File: config.mk
export PLATFORM = sky130hd
export DESIGN_NAME = uart_tx_arbiter
export DESIGN_NICKNAME = d
export VERILOG_FILES = /design/src/rtl/uart_pkg.sv /design/src/rtl/uart_tx_arbiter_rr_pick.sv /design/src/rtl/uart_tx_arbiter.sv
export SDC_FILE = /design/constraint.sdc
export NUM_CORES = 1
export LEC_CHECK = 0
export CORE_ASPECT_RATIO = 2
export CORE_MARGIN = 3
export CORE_UTILIZATION = 46
export CTS_CLUSTER_SIZE = 24
export DETAILED_ROUTE_END_ITERATION = 6
export DONT_BUFFER_PORTS = 1
export PLACE_DENSITY = 0.66
export SETUP_SLACK_MARGIN = 0.1
export SLEW_MARGIN = 20
export SYNTH_ARGS = -nofsm -noshare
export SYNTH_HDL_FRONTEND = slang
export SYNTH_SLANG_ARGS = --single-unit
File: constraint.sdc
create_clock -name clk -period 4.1 [get_ports clk]
set_input_delay 0.41 -clock clk [delete_from_list [all_inputs] [get_ports clk]]
set_output_delay 0.41 -clock clk [all_outputs]
set_load 0.01 [all_outputs]
File: src/rtl/uart_pkg.sv
// uart_pkg: shared encodings for the uart_tx arbiter (FSM states, WAIT_HI timeout, parity type).
package uart_pkg;
  typedef enum logic [1:0] {
    ARB_IDLE    = 2'd0,
    ARB_ISSUE   = 2'd1,
    ARB_WAIT_HI = 2'd2,
    ARB_WAIT_LO = 2'd3
  } arb_state_e;
  localparam int   ARB_TIMEOUT = 3;
  localparam logic PAR_XOR     = 1'b1;
endpackage

File: src/rtl/uart_tx_arbiter_rr_pick.sv
// rr_pick: combinational round-robin selector, searching last+1, last+2, ... modulo N_REQ.
module rr_pick #(
  parameter int N_REQ = 4,
  parameter int GW    = 2
) (
  input  logic [N_REQ-1:0] req,
  input  logic [GW-1:0]    last,
  output logic [N_REQ-1:0] onehot,
  output logic [GW-1:0]    idx,
  output logic             any
);
  logic [GW-1:0] pos;
  // Walk from the farthest candidate down so the nearest valid one after last wins.
  always_comb begin
    onehot = '0;
    idx    = '0;
    pos    = '0;
    for (int k = N_REQ; k >= 1; k--) begin
      pos = GW'((int'(last) + k) % N_REQ);
      if (req[pos]) begin
        onehot = N_REQ'(1) << pos;
        idx    = pos;
      end
    end
  end
  assign any = |req;
endmodule

File: src/rtl/uart_tx_arbiter.sv
// uart_tx_arbiter: round-robin sharing of one uart_tx between N_REQ byte producers,
// holding the byte and parity controls stable for the whole frame.
module uart_tx_arbiter
  import uart_pkg::*;
#(
  parameter int N_REQ = 4,
  parameter int GW    = 2
) (
  input  logic               clk,
  input  logic               rst,
  input  logic [N_REQ-1:0]   req_valid,
  input  logic [8*N_REQ-1:0] req_data,
  output logic [N_REQ-1:0]   req_ready,
  input  logic [N_REQ-1:0]   cfg_par_en,
  input  logic [N_REQ-1:0]   cfg_par_ty,
  output logic               tx_start,
  output logic [7:0]         tx_data,
  output logic               par_en,
  output logic               par_ty,
  input  logic               tx_busy,
  output logic [GW-1:0]      gnt_id,
  output logic               arb_busy,
  output logic [N_REQ-1:0]   done
);
  arb_state_e       state_q, state_d;
  logic [7:0]       tx_data_q, tx_data_d;
  logic             par_en_q, par_en_d, par_ty_q, par_ty_d;
  logic             start_q, start_d, arb_busy_q, arb_busy_d;
  logic [GW-1:0]    gnt_q, gnt_d, last_q, last_d;
  logic [N_REQ-1:0] done_q, done_d;
  logic [1:0]       tmo_q, tmo_d;
  logic [N_REQ-1:0] pick_oh;
  logic [GW-1:0]    pick_idx;
  logic             pick_any, hs, finish;

  rr_pick #(.N_REQ(N_REQ), .GW(GW)) u_pick (
    .req    (req_valid),
    .last   (last_q),
    .onehot (pick_oh),
    .idx    (pick_idx),
    .any    (pick_any)
  );

  assign hs        = (state_q == ARB_IDLE) && !tx_busy && pick_any;
  assign req_ready = hs ? pick_oh : '0;
  assign finish    = (state_q == ARB_WAIT_LO && !tx_busy) ||
                     (state_q == ARB_WAIT_HI && !tx_busy && tmo_q == 2'(ARB_TIMEOUT - 1));

  always_comb begin
    state_d    = state_q;
    tx_data_d  = tx_data_q;
    par_en_d   = par_en_q;
    par_ty_d   = par_ty_q;
    gnt_d      = gnt_q;
    last_d     = last_q;
    arb_busy_d = finish ? 1'b0 : arb_busy_q;
    done_d     = finish ? N_REQ'(1) << gnt_q : '0;
    start_d    = hs;
    tmo_d      = (state_q == ARB_WAIT_HI) ? tmo_q + 2'd1 : 2'd0;
    case (state_q)
      ARB_IDLE: if (hs) begin
        tx_data_d  = req_data[8*int'(pick_idx) +: 8];
        par_en_d   = cfg_par_en[pick_idx];
        par_ty_d   = cfg_par_ty[pick_idx];
        gnt_d      = pick_idx;
        last_d     = pick_idx;
        arb_busy_d = 1'b1;
        state_d    = ARB_ISSUE;
      end
      ARB_ISSUE:   state_d = ARB_WAIT_HI;
      ARB_WAIT_HI: state_d = tx_busy ? ARB_WAIT_LO : (finish ? ARB_IDLE : ARB_WAIT_HI);
      ARB_WAIT_LO: state_d = finish ? ARB_IDLE : ARB_WAIT_LO;
      default:     state_d = ARB_IDLE;
    endcase
  end

  always_ff @(posedge clk or negedge rst) begin
    if (!rst) begin
      state_q    <= ARB_IDLE;
      tx_data_q  <= '0;
      par_en_q   <= 1'b0;
      par_ty_q   <= 1'b0;
      gnt_q      <= '0;
      last_q     <= GW'(N_REQ - 1);
      arb_busy_q <= 1'b0;
      done_q     <= '0;
      start_q    <= 1'b0;
      tmo_q      <= '0;
    end else begin
      state_q    <= state_d;
      tx_data_q  <= tx_data_d;
      par_en_q   <= par_en_d;
      par_ty_q   <= par_ty_d;
      gnt_q      <= gnt_d;
      last_q     <= last_d;
      arb_busy_q <= arb_busy_d;
      done_q     <= done_d;
      start_q    <= start_d;
      tmo_q      <= tmo_d;
    end
  end

  assign tx_start = start_q;
  assign tx_data  = tx_data_q;
  assign par_en   = par_en_q;
  assign par_ty   = par_ty_q;
  assign gnt_id   = gnt_q;
  assign arb_busy = arb_busy_q;
  assign done     = done_q;
endmodule

==> flow_summary.toml, run 1 <==
[outcome]
outcome = "completed"

[setup_path]
cp_slowest_cell = "dfstp_2"
cp.buffers_inverters = 1
cp.required_ns = 3.69
crit_family = "compound AO/OA/AOI/OAI gates"
critPathMaxFanout = 9
cp-start-kind = "flop"
cpPeakStageDelay_ns = 0.54
end_kind = "output port"
crit_chain = "clkinv_1, ha_1, mux4_2, nor2b_1, a221oi_1, a211o_1, a21oi_1"
critPathKind = "reg -> out"
arrival_ns = 3.03

[min_path]
hold_class = "in -> async"

[flow_run]
cap_violations = 0

[layout]
fin_cells = 251
fin_nets = 254
final_cell_area_um2 = 2105
fin_util = 0.5047
syn2layout_area_growth_pct = 4.928
num-fill-cells = 399
drive_gt1_frac = 0.1658
diodes = 0

[placed_design]
gp_congestion = 0.8072
dp_hpwl_mm = 3.967
dp_slack_ns = 0.8332
placed_area_um2 = 2028
placedCellCount = 246
io_buffer_count = 0

[yosys]
synth_top_flop_cell = "dfrtp_1"
ys_types = 41
synth_top_cell_by_area = "dfrtp_1"
synth_top_area_share = 0.2745
syn_area_um2 = 2006
syn_nets = 264
synth-edff-count = 0
synth_seq_cells = 24
synthTopCellsByCount = "dfrtp_1 (22), nand2_1 (22), nor2_1 (15), clkbuf_1 (13), mux2i_1 (12)"
synth_cells = 210
async_flop_share = 1.000
ys_seq_area_frac = 0.3007
synth.top_cells.by_area = "dfrtp_1 (27%), a2111oi_2 (6.7%), mux2i_1 (6.0%)"
ys_warn_count = 0
avgSynthCellArea_um2 = 9.551

[pwr]
p_seq_frac = 0.267
p_total_mw = 1.757
leakagePower_nw = 0.8420
sw_frac_of_total = 0.4837
power.ir.vdd_worst_mv = 0.5494
p_int_uw = 907.4
power_density_nw_per_um2 = 835.1
power_frac_clock = 0.117
p_sw_uw = 850.0
p_comb_frac = 0.616

[timing]
drv_slew = 0
grt_setup_unrepaired = "no"
whs_ns = 0.1060
fmax_mhz = 291.0
finalCriticalPeriod_ns = 3.436
hold_violations = 0
timing.final.crit_share = 0.8381
finalClockSkew_ns = 0.001418
slew_headroom = 0.3383
max_slew.worst_pin.slew_ns = 0.9926
fin_ws_ns = 0.6639
setup_viol = 0
tns_ns = 0

[routing]
wire_per_inst_um = 20.87
detail-route-antenna-nets = 0
first_iter_violations = 23
drc = 0
num_vias = 1670
viasPerCell = 6.653
firstDrtPassIters = 4
wl_mm = 5.239

[die]
start_util = 0.4809
boundaryPins = 69
placeableCoreArea_um2 = 4170
chipWidth_um = 52.69
die_h_um = 99.38
rows = 33
dieArea_um2 = 5236

[clock_network]
cts_setup_buffers = 0
clock-root-buffer = "clkbuf_8"
clk_latency_ns = 0.27
clock_sinks = 24
htreeDepth = 1
path_clk_slew_ns = 0.08
cts_buffers = 3
cts_tree = "done"
clock_path_buffers = 2
cts_hold_buf = 1
cts_resized = 0

[grt]
track_usage = 0.2149
grt_overflow = 0
grt_pass1_wl_mm = 8.659
grt_max_degree = 25
grt_pass1_vias = 1728
antenna_found_initial = 0
## cell type report
| type | count | area [µm²] | share of cell area |
|---|---|---|---|
| Timing Repair Buffer | 5 | 35.03 | 0.01665 |
| Clock inverter | 1 | 30.03 | 0.01427 |
| Tap cell | 52 | 65.06 | 0.03092 |
| Sequential cell | 24 | 603.1 | 0.2866 |
| Multi-Input combinational cell | 156 | 1292 | 0.6141 |
| Clock buffer | 3 | 41.29 | 0.01962 |
| Inverter | 10 | 37.54 | 0.01784 |
## cell families (layout without fill, tap and decap cells)
group / Yosys count / count (layout) / share of synthesized area
multiplexers: 21 / 21 / 0.1385
flip-flops: 24 / 24 / 0.3007
AO/OA/AOI/OAI: 63 / 63 / 0.2976
AND/OR/NAND/NOR: 65 / 65 / 0.1516
buffers and inverters: 30 / 19 / 0.06800
adder cells (fa/ha/maj): 7 / 7 / 0.04367
## routing by layer
metal  share of wire  track usage
met1            0.38       0.2648
met2            0.53       0.3630
met3           0.055      0.03148
met4           0.029      0.08858
met5               0            0
## power by group through the flow
stage / clock [mW] / combinational, mW / sequential (mW)
2_1_floorplan: 0 / 0.893 / 0.437
3_3_place_gp: 0 / 1.03 / 0.469
6_report: 0.205 / 1.08 / 0.469
3_5_place_dp: 0 / 1.06 / 0.474
5_1_grt: 0.222 / 1.20 / 0.482
4_1_cts: 0.214 / 1.08 / 0.469
## flip-flops by register name (all words and copies together) (netlist names)
name	count
arb_busy	1
done	4
gnt_id	2
last_q	2
par_en	1
par_ty	1
state_q	2
tmo_q	2
tx_data	8
tx_start	1
## cells in the final DEF (no fill, tap or decap), drive strengths merged, types with 2 or more instances in the layout
cell / Yosys / routed
a2111oi: 9 / 9
a211o: 4 / 4
a211oi: 9 / 9
a21boi: 10 / 10
a21oi: 5 / 5
a221oi: 7 / 7
and2: 2 / 2
buf: 7 / 5
clkbuf: 13 / 3
dfrtp: 22 / 22
dfstp: 2 / 2
ha: 7 / 7
inv: 9 / 9
mux2: 4 / 4
mux2i: 12 / 12
mux4: 5 / 5
nand2: 22 / 22
nand2b: 2 / 2
nand3: 9 / 9
nor2: 15 / 15
nor2b: 10 / 10
nor3: 2 / 2
o2111a: 9 / 9
o211ai: 2 / 2
o21ai: 2 / 2
## final timing paths
path	startpoint	endpoint	slack (ns)	cells past startpoint
worst max register to register	last_q[0]$_DFFE_PN1P_	tx_data[5]$_DFFE_PN0P_	0.81	7
worst min register to register	tmo_q[0]$_DFF_PN0_	tmo_q[0]$_DFF_PN0_	0.44	1
worst min-delay path	rst	par_en$_DFFE_PN0P_	0.11	1
min in group clk	tx_busy	state_q[0]$_DFFE_PN0P_	0.27	2
max in group asynchronous	rst	last_q[1]$_DFFE_PN1P_	3.62	1
worst max-delay path	last_q[0]$_DFFE_PN1P_	req_ready[2]	0.66	7
Power figures use the tool's default switching activity.
==> run 2: changes to the inputs <==
==> constraint.sdc (replaced) <==
create_clock -name clk -period 3.6 [get_ports clk]
set_input_delay 0.36 -clock clk [delete_from_list [all_inputs] [get_ports clk]]
set_output_delay 0.36 -clock clk [all_outputs]
set_load 0.01 [all_outputs]
==> flow_summary.toml, run 2 (synthesis gave the netlist of run 1 again) <==
[outcome]
outcome = "completed"

[layout]
largest_reg_flops = 8
syn2layout_area_growth_pct = 4.179
fin_nets = 256
layout_common_cells = "nand2_1 (22), dfrtp_1 (22), nor2_1 (15)"
diodes = 0
drive_gt1_frac = 0.1700

[setup_path]
end_kind = "output port"
cp_slowest_cell = "dfstp_2"
r2r-end = "par_en$_DFFE_PN0P_"
cp.buffers_inverters = 1
r2r_slack_ns = 0.42
arrival_ns = 2.97
reg2reg_from = "last_q[0]$_DFFE_PN1P_"
cpPeakStageDelay_ns = 0.69
crit_chain = "clkinv_1, ha_1, mux4_2, nor2b_1, a221oi_1, a211o_1, a21oi_1"
critPathMaxFanout = 13
crit_family = "compound AO/OA/AOI/OAI gates"
cp.required_ns = 3.24
critPathKind = "reg -> out"
cp-start-kind = "flop"
r2r_cells = 8

[die]
chipWidth_um = 52.69
boundaryPins = 69
start_util = 0.4809
die_h_um = 99.38
placeableCoreArea_um2 = 4170
dieArea_um2 = 5236
rows = 33

[pwr]
power_density_nw_per_um2 = 928.6
power.ir.vdd_worst_mv = 0.5433
leakagePower_nw = 0.8372

[clock_network]
clk_latency_ns = 0.26
path_clk_slew_ns = 0.08
cts_buffers = 3
clock_path_buffers = 2
cts_tree = "done"
clock_sinks = 24
htreeDepth = 1
cts_resized = 0
clock-root-buffer = "clkbuf_8"

[routing]
detail-route-antenna-nets = 0
firstDrtPassIters = 4
first_iter_violations = 29
drc = 0
wl_mm = 5.371
viasPerCell = 6.595
wire_per_inst_um = 21.31
num_vias = 1662

[grt]
grt_max_degree = 25
grt_pass1_vias = 1749
track_usage = 0.2124
grt_overflow = 0
antenna_found_initial = 0
grt_pass1_wl_mm = 8.480

[placed_design]
dp_slack_ns = 0.4451
dp_hpwl_mm = 4.229
io_buffer_count = 0
gp_congestion = 0.7774

[timing]
timing.final.crit_share = 0.9247
max_slew.worst_pin.slew_ns = 0.6111
tns_ns = 0
fin_ws_ns = 0.2709
drv_slew = 0
grt_setup_unrepaired = "no"
fmax_mhz = 300.4
finalClockSkew_ns = 0.002745
finalCriticalPeriod_ns = 3.329
slew_headroom = 0.5921
hold_violations = 0
setup_viol = 0

[min_path]
hold_class = "in -> async"

[flow_run]
cap_violations = 0
-- run 2: final cells by class --
| cell class | instances | area, µm² |
|---|---|---|
| timing repair buffer | 7 | 50.05 |
| fill | 386 | 2081 |
| tap | 52 | 65.06 |
| inverter | 10 | 37.54 |
| clock buffer | 3 | 41.29 |
| sequential | 24 | 603.1 |
| multi-input combinational | 156 | 1292 |
-- run 2: worst max-delay path by stage --
stage	slack, ns	start	cells past startpoint	to
floorplan	0.52	last_q[0]$_DFFE_PN1P_	9	req_ready[0]
global placement	0.64	last_q[0]$_DFFE_PN1P_	8	tx_data[1]$_DFFE_PN0P_
detailed placement	0.45	last_q[0]$_DFFE_PN1P_	8	par_en$_DFFE_PN0P_
CTS	0.33	last_q[0]$_DFFE_PN1P_	7	req_ready[0]
global route	0.19	last_q[0]$_DFFE_PN1P_	7	req_ready[1]
finish	0.27	last_q[0]$_DFFE_PN1P_	7	req_ready[0]
-- run 2: report_power, final --
part / switching [mW] / total (mW) / internal [mW]
Sequential: 0.160 / 0.550 / 0.390
Combinational: 0.721 / 1.24 / 0.514
Clock: 0.0797 / 0.154 / 0.0747
Total: 0.961 / 1.94 / 0.979
-- run 2: per-stage QoR --
stage | total power [mW] | hold WS, ns | util | cells | cell area (µm²)
floorplan | 1.515 | 0.06441 | - | 210 | 2006
global placement | 1.716 | 0.06517 | 0.4899 | 248 | 2043
detailed placement | 1.778 | 0.06489 | 0.4899 | 248 | 2043
CTS | 1.944 | 0.2193 | 0.5023 | 252 | 2095
global route | 2.092 | 0.1008 | 0.5011 | 252 | 2090
finish | 1.940 | 0.07505 | 0.5011 | 252 | 2090
-- run 2: layer usage --
| metal | wire length (µm) | track usage |
|---|---|---|
| met3 | 265 | 0.03148 |
| met5 | 0 | 0 |
| met4 | 189 | 0.1043 |
| met1 | 1937 | 0.2225 |
| met2 | 2977 | 0.3889 |
-- run 2: timing repair --
item                       CTS  global route
hold buffers                 1             0
hold endpoints to repair    24             0
setup endpoints to repair    0             0
buffers inserted             0             0
==> run 3: changes to the inputs <==
--- a/config.mk
+++ b/config.mk
@@ -8,9 +8,11 @@
 export CORE_ASPECT_RATIO = 2
 export CORE_MARGIN = 3
 export CORE_UTILIZATION = 46
+export CTS_BUF_LIST = sky130_fd_sc_hd__clkbuf_8 sky130_fd_sc_hd__clkbuf_16
 export CTS_CLUSTER_SIZE = 24
 export DETAILED_ROUTE_END_ITERATION = 6
 export DONT_BUFFER_PORTS = 1
+export MAX_ROUTING_LAYER = met4
 export PLACE_DENSITY = 0.66
 export SETUP_SLACK_MARGIN = 0.1
 export SLEW_MARGIN = 20
==> flow_summary.toml, run 3 (synthesis gave the netlist of run 1 again) <==
[setup_path]
crit_chain = "clkinv_1, ha_1, mux4_2, nor2b_1, a221oi_1, a211o_1, a21oi_1"
critPathMaxFanout = 13
reg2reg_from = "last_q[0]$_DFFE_PN1P_"
cp_slowest_cell = "dfstp_2"
end_kind = "output port"
cpPeakStageDelay_ns = 0.69
cp-start-kind = "flop"
cp.required_ns = 3.24
worstSetupStartpoint = "last_q[0]$_DFFE_PN1P_"
arrival_ns = 2.99
critPathKind = "reg -> out"

[die]
chipWidth_um = 52.69
boundaryPins = 69
placeableCoreArea_um2 = 4170
die_h_um = 99.38
start_util = 0.4809
rows = 33
dieArea_um2 = 5236

[layout]
diodes = 0
syn2layout_area_growth_pct = 6.051
largest_reg_flops = 8
final_cell_area_um2 = 2127
layout_common_cells = "nand2_1 (22), dfrtp_1 (22), nor2_1 (15)"
fin_nets = 257
drive_gt1_frac = 0.1782
fin_cells = 254

[timing]
max_slew.worst_pin.slew_ns = 0.6262
fmax_mhz = 298.9
drv_slew = 0
setup_viol = 0
hold_violations = 0
finalClockSkew_ns = 0.001281
finalCriticalPeriod_ns = 3.346
grt_setup_unrepaired = "no"
timing.final.crit_share = 0.9294
tns_ns = 0
slew_headroom = 0.5821

[routing]
num_vias = 1662
drc = 0
detail-route-antenna-nets = 0
wire_per_inst_um = 20.21
wl_mm = 5.133
firstDrtPassIters = 4
first_iter_violations = 41
viasPerCell = 6.543

[grt]
antenna_found_initial = 0
grt_pass1_wl_mm = 8.424
grt_overflow = 0
grt_pass1_vias = 1718
track_usage = 0.2135
grt_max_degree = 25

[min_path]
hold_class = "in -> async"

[pwr]
power.ir.vdd_worst_mv = 0.5726
leakagePower_nw = 0.8561
power_density_nw_per_um2 = 950.7

[placed_design]
gp_congestion = 0.7937
io_buffer_count = 0
dp_hpwl_mm = 3.956
placed_area_um2 = 2051
placedCellCount = 249

[clock_network]
cts_buffers = 3
clock_sinks = 24
clock-root-buffer = "clkbuf_8"
htreeDepth = 1
clk_latency_ns = 0.27
cts_setup_buffers = 0
clock_path_buffers = 2
cts_tree = "done"
path_clk_slew_ns = 0.08

[outcome]
outcome = "completed"

[flow_run]
cap_violations = 0
==> run 3: cell count changes in the layout (fill, tap and decap cells not counted), sizes merged <==
| cell | previous run | this run |
|---|---|---|
| bufinv | 0 | 1 |
| buf | 7 | 8 |
==> run 3: path summary, 6_finish.rpt <==
kind / endpoint / slack (ns) / cells past startpoint
setup / recovery: req_ready[3] / 0.25 / 7
hold reg to reg: tmo_q[0]$_DFF_PN0_ / 0.43 / 1
min in group clk: state_q[0]$_DFFE_PN0P_ / 0.21 / 2
setup reg to reg: tx_data[5]$_DFFE_PN0P_ / 0.60 / 7
max in group asynchronous: last_q[1]$_DFFE_PN1P_ / 3.17 / 1
hold / removal: tx_data[1]$_DFFE_PN0P_ / 0.05 / 1
==> run 3: metal layers <==
layer  wire length, µm  up-vias  track usage  part of all wire
li1                  -      774            -                 -
met1              1992      831       0.2461              0.39
met2              2813       48       0.3669              0.55
met3               204        9      0.02399             0.040
met4               122        0      0.08071             0.024
met5                 0        -            -                 0
==> run 3: report_power, final <==
part	internal, mW	total [mW]	switching, mW	leakage, nW
sequential	0.390	0.549	0.159	0.286
clock	0.149	0.237	0.0881	0.0357
combinational	0.523	1.24	0.713	0.534
total	1.06	2.02	0.960	0.856
==> run 3: cell type report <==
| cell class | count | area [µm²] |
|---|---|---|
| Fill cell | 391 | 2043 |
| Multi-Input combinational cell | 156 | 1292 |
| Sequential cell | 24 | 603.1 |
| Tap cell | 52 | 65.06 |
| Timing Repair Buffer | 8 | 57.56 |
| Clock buffer | 3 | 41.29 |
| Inverter | 10 | 37.54 |
| Clock inverter | 1 | 30.03 |
==> run 3: critical path: cells and delay by family (launching register included) <==
kind	cells	cell delay [ns]
adder cells (fa/ha/maj)	1	0.46
AND/OR/NAND/NOR	1	0.31
AO/OA/AOI/OAI	3	0.69
buffers and inverters	1	0.14
multiplexers	1	0.42
flip-flops	1	0.69
==> run 3: per-stage QoR <==
step | setup WS, ns | total power [mW] | util | hold WS, ns
after floorplan | 0.5230 | 1.515 | - | 0.06441
after global placement | 0.7172 | 1.735 | 0.4917 | 0.06515
after detailed placement | 0.5664 | 1.782 | 0.4917 | 0.06493
after CTS | 0.2880 | 2.031 | 0.5113 | 0.2093
after global routing | 0.1087 | 2.187 | 0.5101 | 0.08450
final | 0.2542 | 2.022 | 0.5101 | 0.05458
==> run 3: what timing repair did <==
| item | CTS | global route |
|---|---|---|
| hold buffers | 1 | 0 |
| endpoints found under the hold margin | 24 | 0 |
| resized for setup | 0 | 0 |
